### src/rtl/write_back_stage.sv
// write_back_stage: MEM/WB pipeline register, write-back data mux and the
// register file write port driver, plus a retired-instruction counter.
// Optional feature macro: WB_R15_REDIRECT_EN
//   defined   : a valid write to R15 raises o_R15_Write for one cycle with
//               its data on o_R15_Data (register file enable stays low).
//   undefined : R15 writes are dropped; o_R15_Write/o_R15_Data are tied to 0.
module write_back_stage #(
  parameter int DATA_WIDTH = 32,
  parameter int REG_ADDR_W = 4
) (
  input  logic                  clk,
  input  logic                  reset,
  input  logic                  i_Freeze,
  input  logic                  i_Flush,
  input  logic                  i_Valid,
  input  logic                  i_Sig_Write_Back_Enable,
  input  logic                  i_Sig_Memory_Read,
  input  logic [REG_ADDR_W-1:0] i_Destination,
  input  logic [DATA_WIDTH-1:0] i_ALU_Result,
  input  logic [DATA_WIDTH-1:0] i_Memory_Data,
  output logic [REG_ADDR_W-1:0] o_Destination_Write_Back,
  output logic [DATA_WIDTH-1:0] o_Write_Back_Data,
  output logic                  o_Sig_Write_Back_Enable,
  output logic [DATA_WIDTH-1:0] o_Retired_Count,
  output logic                  o_R15_Write,
  output logic [DATA_WIDTH-1:0] o_R15_Data
);

  // Index with no register file entry (all ones: R15 for a 4-bit index).
  localparam logic [REG_ADDR_W-1:0] PC_REG = '1;

  logic [DATA_WIDTH-1:0] w_wb_data;
  logic                  w_valid;
  logic                  w_is_pc;
  logic                  w_pc_write;

  logic                  r_valid;
  logic                  r_wb_req;
  logic [REG_ADDR_W-1:0] r_dest;
  logic [DATA_WIDTH-1:0] r_data;
  logic [DATA_WIDTH-1:0] r_count;

  // Write-back source selection happens before the pipeline register.
  always_comb begin
    w_wb_data  = i_Sig_Memory_Read ? i_Memory_Data : i_ALU_Result;
    w_valid    = i_Valid & ~i_Flush;
    w_is_pc    = (i_Destination == PC_REG);
    w_pc_write = w_valid & i_Sig_Write_Back_Enable & w_is_pc;
  end

  // Pipeline register and retire counter. Flush clears the valid bit even
  // while frozen; destination/data only move on a valid capture so they
  // hold through idle cycles.
  always_ff @(posedge clk) begin
    if (reset) begin
      r_valid  <= 1'b0;
      r_wb_req <= 1'b0;
      r_dest   <= '0;
      r_data   <= '0;
      r_count  <= '0;
    end else if (i_Freeze) begin
      if (i_Flush) begin
        r_valid  <= 1'b0;
        r_wb_req <= 1'b0;
      end
    end else begin
      r_valid  <= w_valid;
      r_wb_req <= w_valid & i_Sig_Write_Back_Enable;
      if (w_valid) begin
        r_dest  <= i_Destination;
        r_data  <= w_wb_data;
        r_count <= r_count + 1'b1;
      end
    end
  end

  // Register file port: never enabled for invalid entries or for R15.
  always_comb begin
    o_Destination_Write_Back = r_dest;
    o_Write_Back_Data        = r_data;
    o_Sig_Write_Back_Enable  = r_valid & r_wb_req & (r_dest != PC_REG);
    o_Retired_Count          = r_count;
  end

`ifdef WB_R15_REDIRECT_EN
  logic                  r_r15_write;
  logic [DATA_WIDTH-1:0] r_r15_data;

  // R15 redirect pulse: only a fresh capture raises it, so a freeze drops it.
  always_ff @(posedge clk) begin
    if (reset) begin
      r_r15_write <= 1'b0;
      r_r15_data  <= '0;
    end else if (i_Freeze) begin
      r_r15_write <= 1'b0;
    end else begin
      r_r15_write <= w_pc_write;
      if (w_pc_write) begin
        r_r15_data <= w_wb_data;
      end
    end
  end

  // Drive redirect outputs from the pulse register.
  always_comb begin
    o_R15_Write = r_r15_write;
    o_R15_Data  = r_r15_data;
  end
`else
  logic w_unused_pc_write;

  // Redirect disabled: R15 writes are dropped.
  always_comb begin
    w_unused_pc_write = w_pc_write;
    o_R15_Write       = 1'b0;
    o_R15_Data        = '0;
  end
`endif

endmodule

### config.mk
export PLATFORM = sky130hd
export DESIGN_NAME = write_back_stage
export DESIGN_NICKNAME = d
export VERILOG_FILES = /design/src/rtl/write_back_stage.sv
export SDC_FILE = /design/constraint.sdc
export NUM_CORES = 1
export LEC_CHECK = 0
export BUFFER_PORTS_ARGS = -buffer_cell sky130_fd_sc_hd__buf_4
export CAP_MARGIN = 10
export CORE_UTILIZATION = 47
export CTS_BUF_LIST = sky130_fd_sc_hd__clkbuf_2 sky130_fd_sc_hd__clkbuf_4 sky130_fd_sc_hd__clkbuf_8
export CTS_CLUSTER_SIZE = 20
export DETAILED_ROUTE_END_ITERATION = 8
export PLACE_DENSITY_LB_ADDON = 0.08
export SETUP_SLACK_MARGIN = 0.3
export SYNTH_ARGS = -nofsm -noshare
export SYNTH_HDL_FRONTEND = slang
export SYNTH_SLANG_ARGS = --single-unit
export TNS_END_PERCENT = 20
### constraint.sdc
create_clock -name clk -period 2.42 [get_ports clk]
set_input_delay 0.242 -clock clk [delete_from_list [all_inputs] [get_ports clk]]
set_output_delay 0.242 -clock clk [all_outputs]
set_load 0.03 [all_outputs]
==> reports/qor.txt, run 1 <==
Slew margin rel.: 61.03%
I/O pin count: 177
1st-iter DRT viols: 90
Ys Warns: 0
Antenna diodes: 0
Initial antenna violation count: 0
FILL cells: 618
Power per Cell Area: 594.3 nW/um^2
CTS tree: built
Slew @ Worst Pin: 0.5846 ns
Buffer depth of the longest clock path: 2
Core footprint: 6907 um^2
Metal3 WL: 783 um
Multi-input gate area: 1765 um^2
H-tree Lvls: 3
Post-route ant nets: 0
Vias post-DR: 3,201
Design Area, Final: 4656 um^2
CP Data Required Time: 2.69 ns
Seq cells post-synth: 70
VDD IR max: 0.0002943 V
Drt drc: 0
Pre-antenna DRT Iters: 4
Dpl hpwl: 6244 um
Setup TNS: 0 ns
Cell count after synthesis: 387
Die X: 87.16 um
Setup Viol. Count Final: 0
Port Buffer Count: 143
Seq/Total Area, Yosys: 41.12%
NumNets Final: 593
FP Rows: 30
Vias in the first global route: 2,795
Routed wire length: 8426 um
Status: completed
Root Driver: clkbuf_8
Detail-routed net length per standard cell: 13.63 um
Hold Path Class: primary input to register
Clk_skew: 0.006576 ns
Worst setup EP type: register
PostCTS Resize Cnt: 0
Syn Area/Cell: 8.807 um^2
Met1 wire length: 3638 um
Die H: 87.16 um
Slew Viols, Final: 0
Via/cell ratio: 5.180
Crit path time final: 2.016 ns
Max-Cap Viols: 0
Critical path arrival: 2.29 ns
Mapped Area: 3408 um^2
Clk sinks: 70
Crit path launch type: register
Final worst path period share: 83.30%
Clock Latency Late Sink: 0.34 ns
Setup bufs post-CTS: 0
First-pass GRT wire length: 13,030 um
Sequential cell area: 1404 um^2
Synth unique cells: 36
Fmax: 496.0 MHz
Remaining global-route overflow: 0
CTS Buf Count: 9
GPL Wtd Cong: 0.8346
Cts hold-fix bufs: 0
Maximum fanout along the worst path: 20
Routed wire length on met2: 3920 um
Syn-to-layout area delta: 36.60%
Initial Utilization: 49.35%
Largest net degree at the start of global routing: 57
Final hold violation count: 0
Post-DP Area: 4404 um^2
Layout cells sized above 1: 32.57%
RSZ-0062 raised after global routing: false
Top sig layer: met4
Leakage: 1.973 nW
CP Class: register to register
Reg clk slew, reported paths: 0.07 ns
Total GRT Usage: 22.04%
Die ar.: 7596 um^2
cells by family (layout without fill, tap and decap cells):
family | after synthesis | count (layout) | share of synthesized area, %
adder cells (fa/ha/maj) | 1 | 1 | 0.3670
AO/OA/AOI/OAI | 74 | 74 | 14.21
multiplexers | 34 | 34 | 10.06
buffers and inverters | 63 | 166 | 10.79
XOR/XNOR | 12 | 12 | 3.084
flip-flops | 70 | 70 | 41.12
other | 1 | 33 | 0.1100
AND/OR/NAND/NOR | 132 | 132 | 20.26
layer usage:
| layer | up-vias | track usage, % |
|---|---|---|
| li1 | 1592 | - |
| met1 | 1474 | 26.15 |
| met2 | 126 | 36.86 |
| met3 | 9 | 8.531 |
| met4 | 0 | 6.706 |
| met5 | - | 0 |
final cells by class:
type | count | share of cell area [%]
Multi-Input combinational cell | 286 | 37.92
Sequential cell | 70 | 30.15
Timing Repair Buffer | 147 | 23.70
Clock buffer | 11 | 3.117
Tap cell | 96 | 2.580
Clock inverter | 5 | 2.284
Inverter | 3 | 0.2419
synth_stat cells:
| cell type | n | area [um^2] |
|---|---|---|
| dfxtp_1 | 70 | 1401 |
| nand3_1 | 11 | 55.05 |
| mux2_2 | 2 | 22.52 |
| buf_1 | 2 | 7.510 |
| buf_6 | 1 | 11.26 |
| buf_4 | 33 | 247.7 |
| nand4b_1 | 2 | 17.52 |
| nor2_1 | 45 | 168.9 |
| nor3b_2 | 1 | 12.51 |
| xor2_1 | 4 | 35.03 |
| mux2i_1 | 32 | 320.3 |
| or3_1 | 9 | 56.30 |
| nor4_1 | 6 | 37.54 |
| a211oi_1 | 32 | 240.2 |
| nand4bb_1 | 1 | 11.26 |
| a22oi_1 | 1 | 7.510 |
| xnor2_1 | 8 | 70.07 |
| and2_1 | 1 | 6.260 |
| a41oi_1 | 1 | 8.760 |
| or4_4 | 1 | 11.26 |
| or4_1 | 11 | 82.58 |
| inv_1 | 3 | 11.26 |
| a21oi_1 | 23 | 115.1 |
| nor2b_1 | 4 | 25.02 |
| o21ai_0 | 6 | 30.03 |
| and4_1 | 2 | 17.52 |
| and3_1 | 3 | 18.77 |
| o31ai_1 | 11 | 82.58 |
| nand2_1 | 19 | 71.32 |
| nor3_1 | 4 | 20.02 |
| nand4_1 | 10 | 62.56 |
| conb_1 | 1 | 3.750 |
| nand2b_1 | 1 | 6.260 |
| ha_1 | 1 | 12.51 |
| clkbuf_1 | 24 | 90.09 |
| nand3_2 | 1 | 10.01 |
worst paths after layout:
kind / startpoint / endpoint / slack (ns) / cells after the start
hold / removal: i_Flush / r_wb_req / 0.13 / 2
hold reg to reg: o_Destination_Write_Back[1] / o_Destination_Write_Back[1] / 0.48 / 2
setup reg to reg: o_Retired_Count[7] / o_Retired_Count[27] / 0.40 / 4
setup / recovery: o_Retired_Count[7] / o_Retired_Count[27] / 0.40 / 4
where the power goes:
part / internal (mW) / switching (mW)
registers: 1.18 / 0.0198
logic: 0.166 / 0.241
clock network: 0.726 / 0.430
critical path, cell delays in order, from the launching register on:
cell,delay (ns)
dfxtp_1,0.38
nand3_2,0.17
or4_4,0.70
or4_1,0.55
a21oi_1,0.15
placed cells by master, fill, tap and decap left out, types with 3 or more instances in the layout:
| cell type | instances |
|---|---|
| a211oi_1 | 32 |
| nand4_1 | 10 |
| and3_1 | 3 |
| o21ai_0 | 6 |
| nand3_1 | 11 |
| nand2_1 | 19 |
| clkbuf_8 | 10 |
| conb_1 | 33 |
| nor2b_1 | 4 |
| a21oi_1 | 23 |
| inv_1 | 3 |
| xnor2_1 | 8 |
| bufinv_16 | 3 |
| dfxtp_1 | 68 |
| nor4_1 | 6 |
| buf_4 | 147 |
| nor3_1 | 4 |
| or4_1 | 11 |
| mux2i_1 | 32 |
| nor2_1 | 45 |
| or3_1 | 9 |
| xor2_1 | 4 |
| o31ai_1 | 11 |
registers in the layout, indices dropped and copies added, names as in the netlist:
signal                    count
r_wb_req                      1
o_Write_Back_Data            32
o_Destination_Write_Back      4
o_Retired_Count              32
r_valid                       1
metrics by stage:
| step | hold slack, ns | util, % | setup WS [ns] | instances | total power, mW |
|---|---|---|---|---|---|
| floorplan | 0.3213 | - | 0.3118 | 419 | 1.511 |
| global placement | 0.4627 | 63.77 | 0.4628 | 602 | 1.633 |
| detailed placement | 0.4695 | 63.77 | 0.3947 | 602 | 1.638 |
| CTS | 0.1175 | 67.41 | 0.3840 | 618 | 2.795 |
| global route | 0.1182 | 67.41 | 0.3125 | 618 | 2.874 |
| finish | 0.1316 | 67.41 | 0.4040 | 618 | 2.767 |
Note: power is estimated with default switching activity, not from simulation.
==> run 2, diff against run 1 <==
clock period = 2.05 ns   (was 2.42 ns; I/O delays follow)
==> run 2 against run 1 <==
Against the previous run:
- first-iteration DRC count grew 20%
- worst hold slack lost 0.030 ns
- final cell count grew 1.9%
- clock power is 9% lower
- critical path type unchanged
- critical endpoint is now o_Retired_Count[30]
- largest power group unchanged
- highest routed layer unchanged
==> reports/qor.txt, run 2 (synthesis results as in run 1) <==
Status: completed
Clk_skew: 0.008358 ns
Clock share of power: 35.7%
Max-Cap Viols: 0
Remaining global-route overflow: 0
Cts hold-fix bufs: 0
Fmax: 541.3 MHz
CTS Buf Count: 9
1st-iter DRT viols: 108
Crit path time final: 1.847 ns
Psw: 0.7951 mW
NumNets Final: 605
Switching share of power: 27.10%
Most frequent cells in the layout: 156 x buf_4, 51 x dfxtp_1, 45 x nor2_1
H-tree Lvls: 3
Slew @ Worst Pin: 0.5362 ns
Crit path launch type: register
Final worst path period share: 90.11%
Power per Cell Area: 611.8 nW/um^2
Detail-routed net length per standard cell: 14.42 um
Layout cells sized above 1: 38.95%
GPL Wtd Cong: 0.8571
Comb power frac: 16.5%
Total power: 2.934 mW
Root Driver: clkbuf_8
First-pass GRT wire length: 14,120 um
Clock Latency Late Sink: 0.34 ns
Leakage: 2.017 nW
Die ar.: 7596 um^2
CP Data Required Time: 2.32 ns
Clk sinks: 70
Slew margin rel.: 64.25%
Setup Viol. Count Final: 0
Initial Utilization: 49.35%
Routed wire length: 9084 um
Total GRT Usage: 23.93%
Sequential cell area: 1455 um^2
Initial antenna violation count: 0
Final hold violation count: 0
RSZ-0062 raised after global routing: true
FP Rows: 30
Pre-antenna DRT Iters: 4
Via/cell ratio: 5.205
CP Class: register to register
Slew Viols, Final: 0
Reg clk slew, reported paths: 0.07 ns
Die X: 87.16 um
Vias in the first global route: 2,985
Drt drc: 0
Post-route ant nets: 0
Hold Path Class: primary input to register
Die H: 87.16 um
Pint: 2.139 mW
Critical path arrival: 2.12 ns
FILL cells: 596
Port Buffer Count: 143
Vias post-DR: 3,279
Core footprint: 6907 um^2
Largest net degree at the start of global routing: 59
Multi-input gate area: 1852 um^2
Syn-to-layout area delta: 40.71%
Worst setup EP type: register
I/O pin count: 177
VDD IR max: 0.0003273 V
Setup TNS: 0 ns
Reg power frac: 47.8%
Buffer depth of the longest clock path: 2
Maximum fanout along the worst path: 7
CTS tree: built
Dpl hpwl: 6363 um
Commonest non-fill, non-tap cell in the layout: buf_4
Antenna diodes: 0
run 2: final timing paths:
| kind | from | endpoint | slack (ns) | depth (start not counted) |
|---|---|---|---|---|
| setup / recovery | o_Retired_Count[16] | o_Retired_Count[30] | 0.20 | 4 |
| hold / removal | i_Flush | r_valid | 0.10 | 2 |
| setup reg to reg | o_Retired_Count[16] | o_Retired_Count[30] | 0.20 | 4 |
| hold reg to reg | o_Destination_Write_Back[1] | o_Destination_Write_Back[1] | 0.47 | 2 |
run 2: cell type report:
type	instances	share of cell area [%]
repair buffers	156	24.42
clock inverters	1	0.1044
multi-input cells	289	38.61
well taps	96	2.505
clock buffers	15	3.783
inverters	3	0.2348
flip-flops and latches	70	30.34
run 2: metrics by stage:
stage               instances  hold WS (ns)  setup slack (ns)  cell area [um^2]  utilization [%]
floorplan                 419        0.2843            0.2279              3592                -
global placement          606        0.4464            0.1764              4496            65.09
detailed placement        606        0.4479            0.1592              4496            65.09
CTS                       627       0.09120            0.1851              4735            68.55
global route              630       0.09990            0.1629              4796            69.44
finish                    630        0.1021            0.2027              4796            69.44
run 2: layer usage:
| metal | GRT usage [%] | wire, um | vias up |
|---|---|---|---|
| li1 | - | - | 1628 |
| met1 | 28.38 | 3707 | 1507 |
| met2 | 39.58 | 4528 | 131 |
| met3 | 8.341 | 717 | 13 |
| met4 | 9.687 | 130 | 0 |
| met5 | 0 | 0 | - |
run 2: power by group through the flow:
stage / Clock (mW) / Combinational, mW / Sequential, mW
3_3_place_gp: 0 / 0.480 / 1.43
4_1_cts: 1.06 / 0.486 / 1.40
2_1_floorplan: 0 / 0.264 / 1.51
3_5_place_dp: 0 / 0.486 / 1.43
6_report: 1.05 / 0.484 / 1.40
5_1_grt: 1.13 / 0.522 / 1.41
run 2: timing repair:
action | CTS | global route
gates cloned | 2 | 1
setup buffers | 3 | 2
pin swaps | 3 | 5
gates resized for setup | 4 | 9
endpoints found under the setup margin | 14 | 19
run 2: critical path: stages, from the launching register on:
cell,delay (ns)
dfxtp_4,0.38
nand4_1,0.19
or4_4,0.58
or4_1,0.49
a21oi_1,0.13
